## src/rtl/calc_defs_pkg.sv

```systemverilog
// Shared calculator definitions: converter FSM encoding and elaboration-time sizing helpers.
package calc_defs_pkg;

    typedef enum logic [1:0] {
        ST_IDLE  = 2'd0,
        ST_SHIFT = 2'd1,
        ST_DONE  = 2'd2
    } state_e;

    function automatic int unsigned clog2(input int unsigned value);
        int unsigned v;
        int unsigned r;
        v = (value > 32'd0) ? value - 32'd1 : 32'd0;
        r = 32'd0;
        while (v > 32'd0) begin
            r = r + 32'd1;
            v = v >> 1;
        end
        return r;
    endfunction

    // Smallest D with 10**D >= 2**bin_w, i.e. floor(bin_w*log10(2)) + 1.
    function automatic int unsigned min_digits(input int unsigned bin_w);
        longint unsigned scaled;
        scaled = 64'(bin_w) * 64'd30103;
        return 32'(scaled / 64'd100000) + 32'd1;
    endfunction

endpackage

```

## src/rtl/bcd_add3_stage.sv

```systemverilog
// Double-dabble correction: every BCD digit >= 5 gets +3 (4-bit wrap, no inter-digit carry).
module bcd_add3_stage #(
    parameter int unsigned DIGITS = 8
) (
    input  logic [4*DIGITS-1:0] bcd_i,
    output logic [4*DIGITS-1:0] bcd_o
);

    for (genvar g = 0; g < int'(DIGITS); g++) begin : g_digit
        assign bcd_o[4*g +: 4] = (bcd_i[4*g +: 4] >= 4'd5) ? bcd_i[4*g +: 4] + 4'd3
                                                            : bcd_i[4*g +: 4];
    end

endmodule

```

## src/rtl/bin2bcd_seq.sv

```systemverilog
// Iterative binary-to-BCD converter, one double-dabble step per clock, valid/ready on both sides.
// Optional leading-zero blank output enabled with `define BIN2BCD_SEQ_BLANK_EN.
module bin2bcd_seq
    import calc_defs_pkg::*;
#(
    parameter int unsigned BIN_W  = 28,
    parameter int unsigned DIGITS = 9,
    parameter bit          SIGNED = 1'b1
) (
    input  logic                clk,
    input  logic                rst_n,
    input  logic                in_valid_i,
    output logic                in_ready_o,
    input  logic [BIN_W-1:0]    bin_i,
    output logic                out_valid_o,
    input  logic                out_ready_i,
    output logic [4*DIGITS-1:0] bcd_o,
    output logic                sign_o
`ifdef BIN2BCD_SEQ_BLANK_EN
    ,
    output logic [DIGITS-1:0]   blank_o
`endif
);

    localparam int unsigned ACC_W = 4 * DIGITS;
    localparam int unsigned CNT_W = clog2(BIN_W + 1);

    if (BIN_W < 4) begin : g_bad_bin_w
        $error("bin2bcd_seq: BIN_W must be at least 4");
    end
    if (DIGITS < min_digits(BIN_W)) begin : g_bad_digits
        $error("bin2bcd_seq: DIGITS too small, 10**DIGITS < 2**BIN_W");
    end

    state_e           state_q, state_d;
    logic [CNT_W-1:0] cnt_q, cnt_d;
    logic [ACC_W-1:0] acc_q, acc_d;
    logic [BIN_W-1:0] mag_q, mag_d;
    logic             neg_q, neg_d;
    logic [ACC_W-1:0] bcd_q, bcd_d;
    logic             sign_q, sign_d;
    logic             out_valid_q, out_valid_d;

    logic [ACC_W-1:0] acc_corr;
    logic [ACC_W-1:0] acc_shift;
    logic             accept_c;
    logic             last_step_c;
    logic             neg_in_c;
    logic             unused_acc_msb;

    bcd_add3_stage #(.DIGITS(DIGITS)) u_add3 (
        .bcd_i (acc_q),
        .bcd_o (acc_corr)
    );

    // The corrected MSB shifts out; the DIGITS range check guarantees it is always zero.
    assign unused_acc_msb = acc_corr[ACC_W-1];
    assign acc_shift      = {acc_corr[ACC_W-2:0], mag_q[BIN_W-1]};

    assign in_ready_o  = (state_q == ST_IDLE) || ((state_q == ST_DONE) && out_ready_i);
    assign accept_c    = in_valid_i && in_ready_o;
    assign last_step_c = (state_q == ST_SHIFT) && (cnt_q == CNT_W'(1));
    assign neg_in_c    = SIGNED && bin_i[BIN_W-1];

    // Next-state and datapath update.
    always_comb begin
        state_d     = state_q;
        cnt_d       = cnt_q;
        acc_d       = acc_q;
        mag_d       = mag_q;
        neg_d       = neg_q;
        bcd_d       = bcd_q;
        sign_d      = sign_q;
        out_valid_d = out_valid_q;

        case (state_q)
            ST_IDLE: ;
            ST_SHIFT: begin
                acc_d = acc_shift;
                mag_d = {mag_q[BIN_W-2:0], 1'b0};
                cnt_d = cnt_q - CNT_W'(1);
                if (last_step_c) begin
                    state_d     = ST_DONE;
                    bcd_d       = acc_shift;
                    sign_d      = neg_q;
                    out_valid_d = 1'b1;
                end
            end
            ST_DONE: begin
                if (out_ready_i) begin
                    state_d     = ST_IDLE;
                    out_valid_d = 1'b0;
                end
            end
            default: state_d = ST_IDLE;
        endcase

        // Capture from IDLE or straight out of DONE when the result is consumed.
        if (accept_c) begin
            state_d     = ST_SHIFT;
            cnt_d       = CNT_W'(BIN_W);
            acc_d       = '0;
            neg_d       = neg_in_c;
            mag_d       = neg_in_c ? (~bin_i + BIN_W'(1)) : bin_i;
            out_valid_d = 1'b0;
        end
    end

    always_ff @(posedge clk or negedge rst_n) begin
        if (!rst_n) begin
            state_q     <= ST_IDLE;
            cnt_q       <= '0;
            acc_q       <= '0;
            mag_q       <= '0;
            neg_q       <= 1'b0;
            bcd_q       <= '0;
            sign_q      <= 1'b0;
            out_valid_q <= 1'b0;
        end else begin
            state_q     <= state_d;
            cnt_q       <= cnt_d;
            acc_q       <= acc_d;
            mag_q       <= mag_d;
            neg_q       <= neg_d;
            bcd_q       <= bcd_d;
            sign_q      <= sign_d;
            out_valid_q <= out_valid_d;
        end
    end

    assign bcd_o       = bcd_q;
    assign sign_o      = sign_q;
    assign out_valid_o = out_valid_q;

`ifdef BIN2BCD_SEQ_BLANK_EN
    logic [DIGITS-1:0] blank_q, blank_d;

    // Digit i blanks when it and every higher digit are zero; digit 0 always shows.
    always_comb begin
        logic zero_run;
        blank_d  = blank_q;
        zero_run = 1'b1;
        if (last_step_c) begin
            for (int i = int'(DIGITS) - 1; i >= 1; i--) begin
                zero_run   = zero_run && (acc_shift[4*i +: 4] == 4'd0);
                blank_d[i] = zero_run;
            end
            blank_d[0] = 1'b0;
        end
    end

    always_ff @(posedge clk or negedge rst_n) begin
        if (!rst_n) begin
            blank_q <= '0;
        end else begin
            blank_q <= blank_d;
        end
    end

    assign blank_o = blank_q;
`endif

endmodule
```

## config.mk

```make
export PLATFORM = sky130hd
export DESIGN_NAME = bin2bcd_seq
export DESIGN_NICKNAME = d
export VERILOG_FILES = /design/src/rtl/calc_defs_pkg.sv /design/src/rtl/bcd_add3_stage.sv /design/src/rtl/bin2bcd_seq.sv
export SDC_FILE = /design/constraint.sdc
export NUM_CORES = 1
export LEC_CHECK = 0
export BUFFER_PORTS_ARGS = -buffer_cell sky130_fd_sc_hd__buf_4
export CAP_MARGIN = 20
export CORE_ASPECT_RATIO = 0.9
export CORE_MARGIN = 1
export CORE_UTILIZATION = 47
export DETAILED_ROUTE_END_ITERATION = 10
export PLACE_DENSITY = 0.7
export SYNTH_ARGS = -nofsm -noshare
export SYNTH_HDL_FRONTEND = slang
export SYNTH_SLANG_ARGS = --single-unit
export TNS_END_PERCENT = 1
```

## constraint.sdc

```tcl
create_clock -name clk -period 4.25 [get_ports clk]
set_input_delay 0.2125 -clock clk [delete_from_list [all_inputs] [get_ports clk]]
set_output_delay 0.2125 -clock clk [all_outputs]
set_load 0.01 [all_outputs]
```

[Word level (Yosys, flattened, before mapping)]
Cells that the tools add are included.
Operators by class
  bitwise gates (word level): 1
  add/subtract/negate cells: 11
  order comparisons: 9
  equal/unequal tests: 6
  multiplexer cells: 24
  reductions and logical operators: 10
Operator list (number)
  28-bit 2-to-1 mux: 3
  36-bit 2-to-1 mux: 2
  4-bit by 3-bit greater-or-equal comparator with 1-bit output (second input constant): 9
  4-bit by 2-bit adder with 4-bit output (second input constant): 8
  4-bit 2-to-1 mux: 8
  28-bit by 1-bit adder with 28-bit output (second input constant): 1
  28-bit NOT: 1
  5-bit 2-to-1 mux: 2
  2-bit 2-to-1 mux: 3
  3-bit inequality test (second input constant): 2
  2-bit one-hot mux with 3 select lines: 1
  3-bit AND reduction: 2
  5-bit by 1-bit == test with 1-bit output (second input constant): 1
  5-bit by 1-bit subtractor with 5-bit output (second input constant): 1
  3-bit by 2-bit adder with 3-bit output (second input constant): 1
  1-bit logical AND: 3
  1-bit 2-to-1 mux: 3
  3-bit 2-to-1 mux: 1
  3-bit nonzero test: 1
  2-bit by 1-bit == test with 1-bit output (second input constant): 1
  2-bit == test (second input constant): 1
  2-bit zero test: 1
  2-bit inequality test (second input constant): 1
  1-bit one-hot mux with 2 select lines: 1
  other kinds (3): 3
Storage, ports and cells
  output and inout port bits: 39
  word-level logic and storage cells: 69
  register bits: 110
  bits of input ports: 32

[Depth between registers and ports, before layout]
Gate-level depths: netlist (run 1).
  depth in word-level cells: 6
  gate-level depth with buffers: 7
  depth with buffers taken out: 7

[Cells and area by module]
A second synthesis (run 1) with hierarchy kept.
Second synthesis, totals
  cell total of the unflattened synthesis: 614
  area total of the unflattened synthesis: 5896.9 um^2
Modules (own cells, without submodules)
  bin2bcd_seq: sequential area each 2752.6 um^2, area each 4984.8 um^2, times used 1, cells an instance 470
  bcd_add3_stage: sequential area each 0.0 um^2, area each 912.1 um^2, times used 1, cells an instance 144

[Worst setup path before layout (run 1)]
OpenSTA, ideal clock, no wires.
  kind: reg2reg
  from: register state_q[1]
  to: register bcd_q[10], in the netlist bcd_o[10]
  data required time: 4.117 ns
  slack: 2.640 ns
  buffers on the path: 2
  data arrival time: 1.477 ns
  period minus slack after synthesis: 1.610 ns
  stages on the path, launching flop included: 8
  setup time: 0.133 ns
  cells stage by stage: dfrtp_1 -> nand2b_1 -> nor3_1 -> nand3b_1 -> clkbuf_1 -> clkbuf_1 -> nand2_1 -> o21ai_0
Between the ends
  word-level cells in the longest chain between the ends: 3
Ends and longest elaborated chain
  start, declared: RTL line bin2bcd_seq.sv:35  | state_e state_q, state_d;
  start signal, assigned: RTL line bin2bcd_seq.sv:120  | state_q <= state_d;
  2-bit by 1-bit == test with 1-bit output *: RTL line bin2bcd_seq.sv:62, bin2bcd_seq.sv:76
  1-bit logical AND: RTL line bin2bcd_seq.sv:62  | assign last_step_c = (state_q == ST_SHIFT) && (cnt_q == CNT_W'(1));
  2-bit AND reduction (no line) *
  end signal, assigned: RTL line bin2bcd_seq.sv:116  | bcd_q <= '0;
  end signal, assigned: RTL line bin2bcd_seq.sv:125  | bcd_q <= bcd_d;
  end, declared: RTL line bin2bcd_seq.sv:40  | logic [ACC_W-1:0] bcd_q, bcd_d;
Mark *: on every way between the ends. The rest lies on a longest branch, timed or not.
A chain may end at the register's enable or synchronous reset.

[Worst setup path after layout (run 1)]
  from: register state_q[1]
  to: register bcd_q[1], in the netlist bcd_o[1]
The elaborated chain is that of the path after synthesis.

==> results.sh, run 1 <==
export IMPL_placed_cells=792
export IMPL_fin_nets=700
export IMPL_gp_congestion=0.823
export IMPL_grt_usage_pct=19.8
export IMPL_setup_viol=0
export IMPL_maxCapViolations=0
export IMPL_critPathRequiredTime_ns=4.48
export IMPL_cts_root_buf="clkbuf_16"
export IMPL_worstSetupEndpointType="register"
export IMPL_worstSetupPathType="register to register"
export IMPL_drive_gt1_share_pct=17.1
export IMPL_use_met1_pct=26.8
export IMPL_area_delta_synth_final_pct=17.1
export IMPL_synth_edff_count=0
export IMPL_cts_htree_levels=3
export IMPL_p_comb_share_pct=39.0
export IMPL_grt_pass1_vias=4229
export IMPL_r2r_cells=6
export IMPL_path_max_fanout=70
export IMPL_synthFlopType="dfrtp_1"
export IMPL_num_vias=4356
export IMPL_coreArea_um2=11500
export IMPL_synthDistinctLibCells=38
export IMPL_slew_viol_final=0
export IMPL_yosys_area_top_type_share_pct=49.1
export IMPL_grt_pass1_wl_mm=19.3
export IMPL_pre_cts_ws_ns=1.92
export IMPL_die_width_um=117
export IMPL_wl_mm=11.3
export IMPL_seqPwrFrac_pct=41.4
export IMPL_first_iter_violations=306
export IMPL_use_met2_pct=31.8
export IMPL_synthCells=590
export IMPL_startpoint_type="register"
export IMPL_r2r_start="state_q[1]"
export IMPL_rsz0062_at_grt="no"
export IMPL_cts_resized=0
export IMPL_hold_viol_final=0
export IMPL_p_switching_uw=1580
export IMPL_synth_top_area_cell="dfrtp_1"
export IMPL_fin_tns_setup_ns=0
export IMPL_synth_warning_count=0
export IMPL_swShare_pct=37.3
export IMPL_final_cell_mix="o21ai_0, dfrtp_1, nand2_1, buf_4, a21oi_1"
export IMPL_post_cts_buffers=0
export IMPL_start_util_pct=48.6
export IMPL_yosys_register_bits=110
export IMPL_diodes=0
export IMPL_ir_worst_vdd_v=0.000285
export IMPL_port_buffers=70
export IMPL_fin_crit_sh_pct=54.8
export IMPL_cts_tree="yes"
export IMPL_clock_fmax_ghz=0.430
export IMPL_drcViolationCount=0
export IMPL_cts_sinks=110
export IMPL_grt_start_max_net_pins=74
export IMPL_clk_latency_ns=0.34
export IMPL_dp_hpwl_mm=7.74
export IMPL_fillers=1011
export IMPL_seq_area_frac_synth_pct=49.1
export IMPL_wire_per_inst_um=14.0
export IMPL_globalRoute_busiestLayer="met2"
export IMPL_grt_use_met3_pct=4.77
export IMPL_period_needed_ns=2.33
export IMPL_slew_limit_headroom_pct=36.7
export IMPL_syn_avg_cell_area_um2=9.50
export IMPL_clk_pin_slew_ns=0.07
export IMPL_hold_buffers=0
export IMPL_fp_row_count=37
export IMPL_p_int_uw=2650
export IMPL_postRouteAntennaNets=0
export IMPL_stdcell_count=807
export IMPL_syn_area_um2=5600
export IMPL_hold_class="input port to asynchronous set/reset pin"
export IMPL_die_h_um=106
export IMPL_antenna_found_initial=0
export IMPL_run_status="completed"
export IMPL_power_density_nw_per_um2=644
export IMPL_die_area_um2=12400
export IMPL_overflow=0
export IMPL_crit_start="state_q[1]"
export IMPL_via_per_inst=5.40
export IMPL_fin_ws_ns=1.92
export IMPL_clk_path_buf_depth=2
export IMPL_netlist_top_cells_area="dfrtp_1, o21ai_0, nand2_1"
export IMPL_leakage_uw=0.00295
export IMPL_fin_skew_ns=0.00789
export IMPL_arrival_ns=2.56
export IMPL_synthArstFlopShare_pct=100
export IMPL_clkPwrFrac_pct=19.5
export IMPL_numCtsBuffers=9
export IMPL_worst_pin_slew_ns=0.947
export IMPL_dr_pass1_iters=4
export IMPL_layout_commonest_cell="o21ai_0"
export IMPL_synth_nets=643
export IMPL_pin_count=71
==> cell families (layout without fill, tap and decap cells) <==
group / count (synthesis) / in the layout / synth area share, %
xor gates and xnor gates: 36 / 36 / 5.63
and+or+nand+nor: 167 / 167 / 15.4
buffers and inverters: 54 / 115 / 3.64
muxes: 13 / 13 / 2.59
DFF: 110 / 110 / 49.1
adders and majority gates: 21 / 21 / 4.69
AOI/OAI and AO/OA: 189 / 189 / 19.0
==> sequential cells by signal (all words and copies together), names as in the netlist <==
register	flops
cnt_q	5
bcd_o	36
neg_q	1
sign_o	1
out_valid_o	1
mag_q	28
acc_q	36
state_q	2
==> power by group through the flow <==
| stage | sequential [µW] | combinational [µW] | clock, µW |
|---|---|---|---|
| floorplan | 1720 | 1160 | 0 |
| global route | 1810 | 1900 | 886 |
| CTS | 1750 | 1670 | 851 |
| detailed placement | 1760 | 1660 | 0 |
| global placement | 1740 | 1580 | 0 |
| finish | 1750 | 1650 | 826 |
==> Yosys cell counts, types with 12 or more instances <==
library cell / instances
clkbuf_1: 27
ha_1: 21
a21oi_1: 31
nor3b_1: 17
xor2_1: 25
mux2_2: 12
a22oi_1: 25
nand2_1: 87
dfrtp_1: 110
inv_1: 25
o31ai_1: 12
o21ai_0: 113
nand2b_1: 14
==> per-layer routing <==
| metal | up-vias | part of all wire (%) |
|---|---|---|
| met4 | 0 | 1.1 |
| li1 | 2181 | - |
| met2 | 69 | 48 |
| met3 | 11 | 3.3 |
| met5 | - | 0 |
| met1 | 2095 | 47 |
==> critical path: stages, from the launching register on <==
cell and delay (ns):
dfrtp_1 0.44, nand2b_1 0.13, buf_4 0.36, nor3_1 0.13
nand3b_1 0.21, buf_4 0.52, mux2_2 0.40
==> metrics by stage <==
stage	utilization [%]	cell area [µm²]	power [µW]	hold WS [ns]
after floorplan	-	5600	2880	-0.0831
after global placement	54.4	6270	3320	0.404
after detailed placement	54.4	6270	3420	0.407
after CTS	56.9	6560	4270	0.0423
after global routing	56.9	6560	4590	0.0823
final	56.9	6560	4230	0.0100
==> path summary, 6_finish.rpt <==
kind,slack (ns),to
min reg2reg,0.48,bcd_o[12]
max,1.92,bcd_o[1]
max in group asynchronous,3.20,acc_q[9]
max reg2reg,1.92,bcd_o[1]
min,0.01,bcd_o[9]
min in group clk,0.07,state_q[1]
==> cell type report <==
type / instances / area [µm²] / share of cell area [%]
clock buffer: 12 / 246 / 3.76
clock inverter: 3 / 45.0 / 0.686
inverter: 25 / 93.8 / 1.43
multi-input combinational: 426 / 2670 / 40.6
sequential: 110 / 2750 / 42.0
tap: 156 / 195 / 2.97
timing repair buffer: 75 / 563 / 8.58
No activity file was read; power rests on OpenSTA's default activity.
==> inputs of run 2 (changes only) <==
--- a/config.mk
+++ b/config.mk
@@ -5,6 +5,7 @@
 export SDC_FILE = /design/constraint.sdc
 export NUM_CORES = 1
 export LEC_CHECK = 0
+export ABC_AREA = 1
 export BUFFER_PORTS_ARGS = -buffer_cell sky130_fd_sc_hd__buf_4
 export CAP_MARGIN = 20
 export CORE_ASPECT_RATIO = 0.9
==> constraint.sdc (replaced) <==
create_clock -name clk -period 2.35 [get_ports clk]
set_input_delay 0.1175 -clock clk [delete_from_list [all_inputs] [get_ports clk]]
set_output_delay 0.1175 -clock clk [all_outputs]
set_load 0.01 [all_outputs]
==> run 2 against run 1 <==
Net effect: area after synthesis grew 6.5%; sequential power increased by 86%; largest power group is now combinational logic; critical path depth is 1 lower; non-clock buffer count rose by 4.
==> results.sh, run 2 <==
export IMPL_die_h_um=109
export IMPL_syn_area_um2=5960
export IMPL_yosys_top_cells_count="nand2_1, dfrtp_1, inv_1, o21ai_0, o22ai_1"
export IMPL_arrival_ns=2.05
export IMPL_fp_row_count=38
export IMPL_netlist_top_cells_area="dfrtp_1, nand2_1, inv_1"
export IMPL_start_util_pct=48.8
export IMPL_run_status="completed"
export IMPL_synth_top_area_cell="dfrtp_1"
export IMPL_route_met3_wl_um=350
export IMPL_via_per_inst=5.25
export IMPL_synthFlopType="dfrtp_1"
export IMPL_slew_limit_headroom_pct=48.2
export IMPL_yosys_area_top_type_share_pct=46.2
export IMPL_drive_gt1_share_pct=16.1
export IMPL_ir_worst_vdd_v=0.000477
export IMPL_hold_viol_final=0
export IMPL_worstSetupEndpointType="register"
export IMPL_period_needed_ns=1.84
export IMPL_worst_pin_slew_ns=0.778
export IMPL_clk_path_buf_depth=2
export IMPL_met2_length_mm=6.28
export IMPL_first_iter_violations=336
export IMPL_synth_edff_count=0
export IMPL_hold_class="input port to register"
export IMPL_synthDistinctLibCells=35
export IMPL_setup_viol=0
export IMPL_clk_latency_ns=0.34
export IMPL_die_area_um2=13100
export IMPL_antenna_found_initial=0
export IMPL_leakage_uw=0.00342
export IMPL_rsz0062_at_grt="no"
export IMPL_power_density_nw_per_um2=1320
export IMPL_dr_pass1_iters=4
export IMPL_clk_pin_slew_ns=0.07
export IMPL_total_power_uw=9120
export IMPL_fin_nets=835
export IMPL_wl_met1_mm=5.96
export IMPL_wl_mm=12.9
export IMPL_gp_congestion=0.876
export IMPL_pin_count=71
export IMPL_post_cts_buffers=0
export IMPL_cts_htree_levels=3
export IMPL_seq_area_frac_synth_pct=46.2
export IMPL_postRouteAntennaNets=0
export IMPL_area_delta_synth_final_pct=15.6
export IMPL_coreArea_um2=12200
export IMPL_synth_most_common_cell="nand2_1"
export IMPL_synthArstFlopShare_pct=100
export IMPL_cts_root_buf="clkbuf_16"
export IMPL_grt_pass1_vias=4865
export IMPL_fin_skew_ns=0.00534
export IMPL_grt_usage_pct=21.0
export IMPL_cts_sinks=110
export IMPL_fin_crit_sh_pct=78.2
export IMPL_grt_pass1_wl_mm=21.9
export IMPL_die_width_um=121
export IMPL_synthCells=720
export IMPL_wire_per_inst_um=13.6
export IMPL_num_vias=4973
export IMPL_drcViolationCount=0
export IMPL_yosys_register_bits=110
export IMPL_cts_tree="yes"
export IMPL_synth_nets=773
export IMPL_grt_start_max_net_pins=67
export IMPL_slew_viol_final=0
export IMPL_seqCellArea_um2=2750
export IMPL_diodes=0
export IMPL_multi_input_area_um2=2600
export IMPL_r2r_slack_ns=0.51
export IMPL_path_max_fanout=66
export IMPL_clock_fmax_ghz=0.545
export IMPL_critPathRequiredTime_ns=2.57
export IMPL_final_cell_mix="nand2_1, dfrtp_1, inv_1, buf_4, o21ai_0"
export IMPL_startpoint_type="register"
export IMPL_overflow=0
export IMPL_dp_hpwl_mm=9.21
export IMPL_port_buffers=70
export IMPL_syn_avg_cell_area_um2=8.28
export IMPL_fin_tns_setup_ns=0
export IMPL_numCtsBuffers=9
export IMPL_maxCapViolations=0
export IMPL_worstSetupPathType="register to register"
export IMPL_layout_commonest_cell="nand2_1"
export IMPL_fillers=1086
export IMPL_dr_max_layer_used="met4"
export IMPL_synth_warning_count=0
## run 2: cell types whose count changed in the layout (fill, tap and decap cells not counted), moves of 17 or more
cell | previous run | this run
inv_1 | 25 | 100
o21ai_1 | 0 | 20
nor3b_1 | 17 | 0
a22oi_1 | 25 | 1
nand2_1 | 87 | 163
o22ai_1 | 1 | 38
nand3_1 | 11 | 37
o21ai_0 | 113 | 57
nor2_1 | 5 | 36
## run 2: per-stage QoR
stage | util (%) | hold WS (ns) | std cells | worst slack (ns) | area [µm²]
2_1_floorplan | - | -0.178 | 720 | 0.988 | 5960
3_3_place_gp | 53.7 | 0.246 | 929 | 0.577 | 6560
3_5_place_dp | 53.7 | 0.254 | 929 | 0.517 | 6560
4_1_cts | 56.4 | 0.0540 | 947 | 0.516 | 6900
5_1_grt | 56.4 | 0.0625 | 947 | 0.314 | 6900
6_report | 56.4 | 0.0617 | 947 | 0.513 | 6900
## run 2: report_power, final
part           switching (µW)  internal [µW]
clock                     660            961
sequential                494           2760
combinational            2580           1660
total                    3740           5380
## run 2: per-layer routing
layer	global-route usage (%)	up-vias
li1	-	2496
met3	2.51	28
met2	36.3	100
met4	9.26	0
met1	26.7	2349
met5	0	-
## run 2: cell type report
class	instances	area share, %
timing repair buffer	79	9.22
clock inverter	4	1.02
tap	160	2.90
sequential	110	39.9
multi-input combinational	477	37.7
inverter	105	5.72
clock buffer	12	3.57
## run 2: repair_timing
item,4_1_cts,5_1_grt
resized for setup,0,0
hold buffers,2,0
endpoints found under the hold margin,59,0
## run 2: logic make-up (layout without fill, tap and decap cells)
family | count (synthesis) | after routing | synth area share [%]
compound gates | 172 | 172 | 17.1
xor+xnor | 18 | 18 | 2.64
fa+ha+maj | 21 | 21 | 4.41
buf+inv | 133 | 200 | 10.3
flops | 110 | 110 | 46.2
simple gates | 266 | 266 | 19.4
## run 2: path summary, 6_finish.rpt
check,end,from,cells after the start
setup / recovery,bcd_o[6],state_q[1],5
max in group asynchronous,bcd_o[4],rst_n,3
hold reg to reg,cnt_q[4],cnt_q[4],1
min in group asynchronous,acc_q[32],rst_n,2
setup reg to reg,bcd_o[6],state_q[1],5
hold / removal,mag_q[25],bin_i[25],4
## run 2: worst max-delay path, stage by stage, from the launching register on
cell,delay (ns)
dfrtp_1,0.43
nor2_4,0.24
nand4_1,0.46
buf_12,0.39
nand2_1,0.10
o21ai_0,0.08
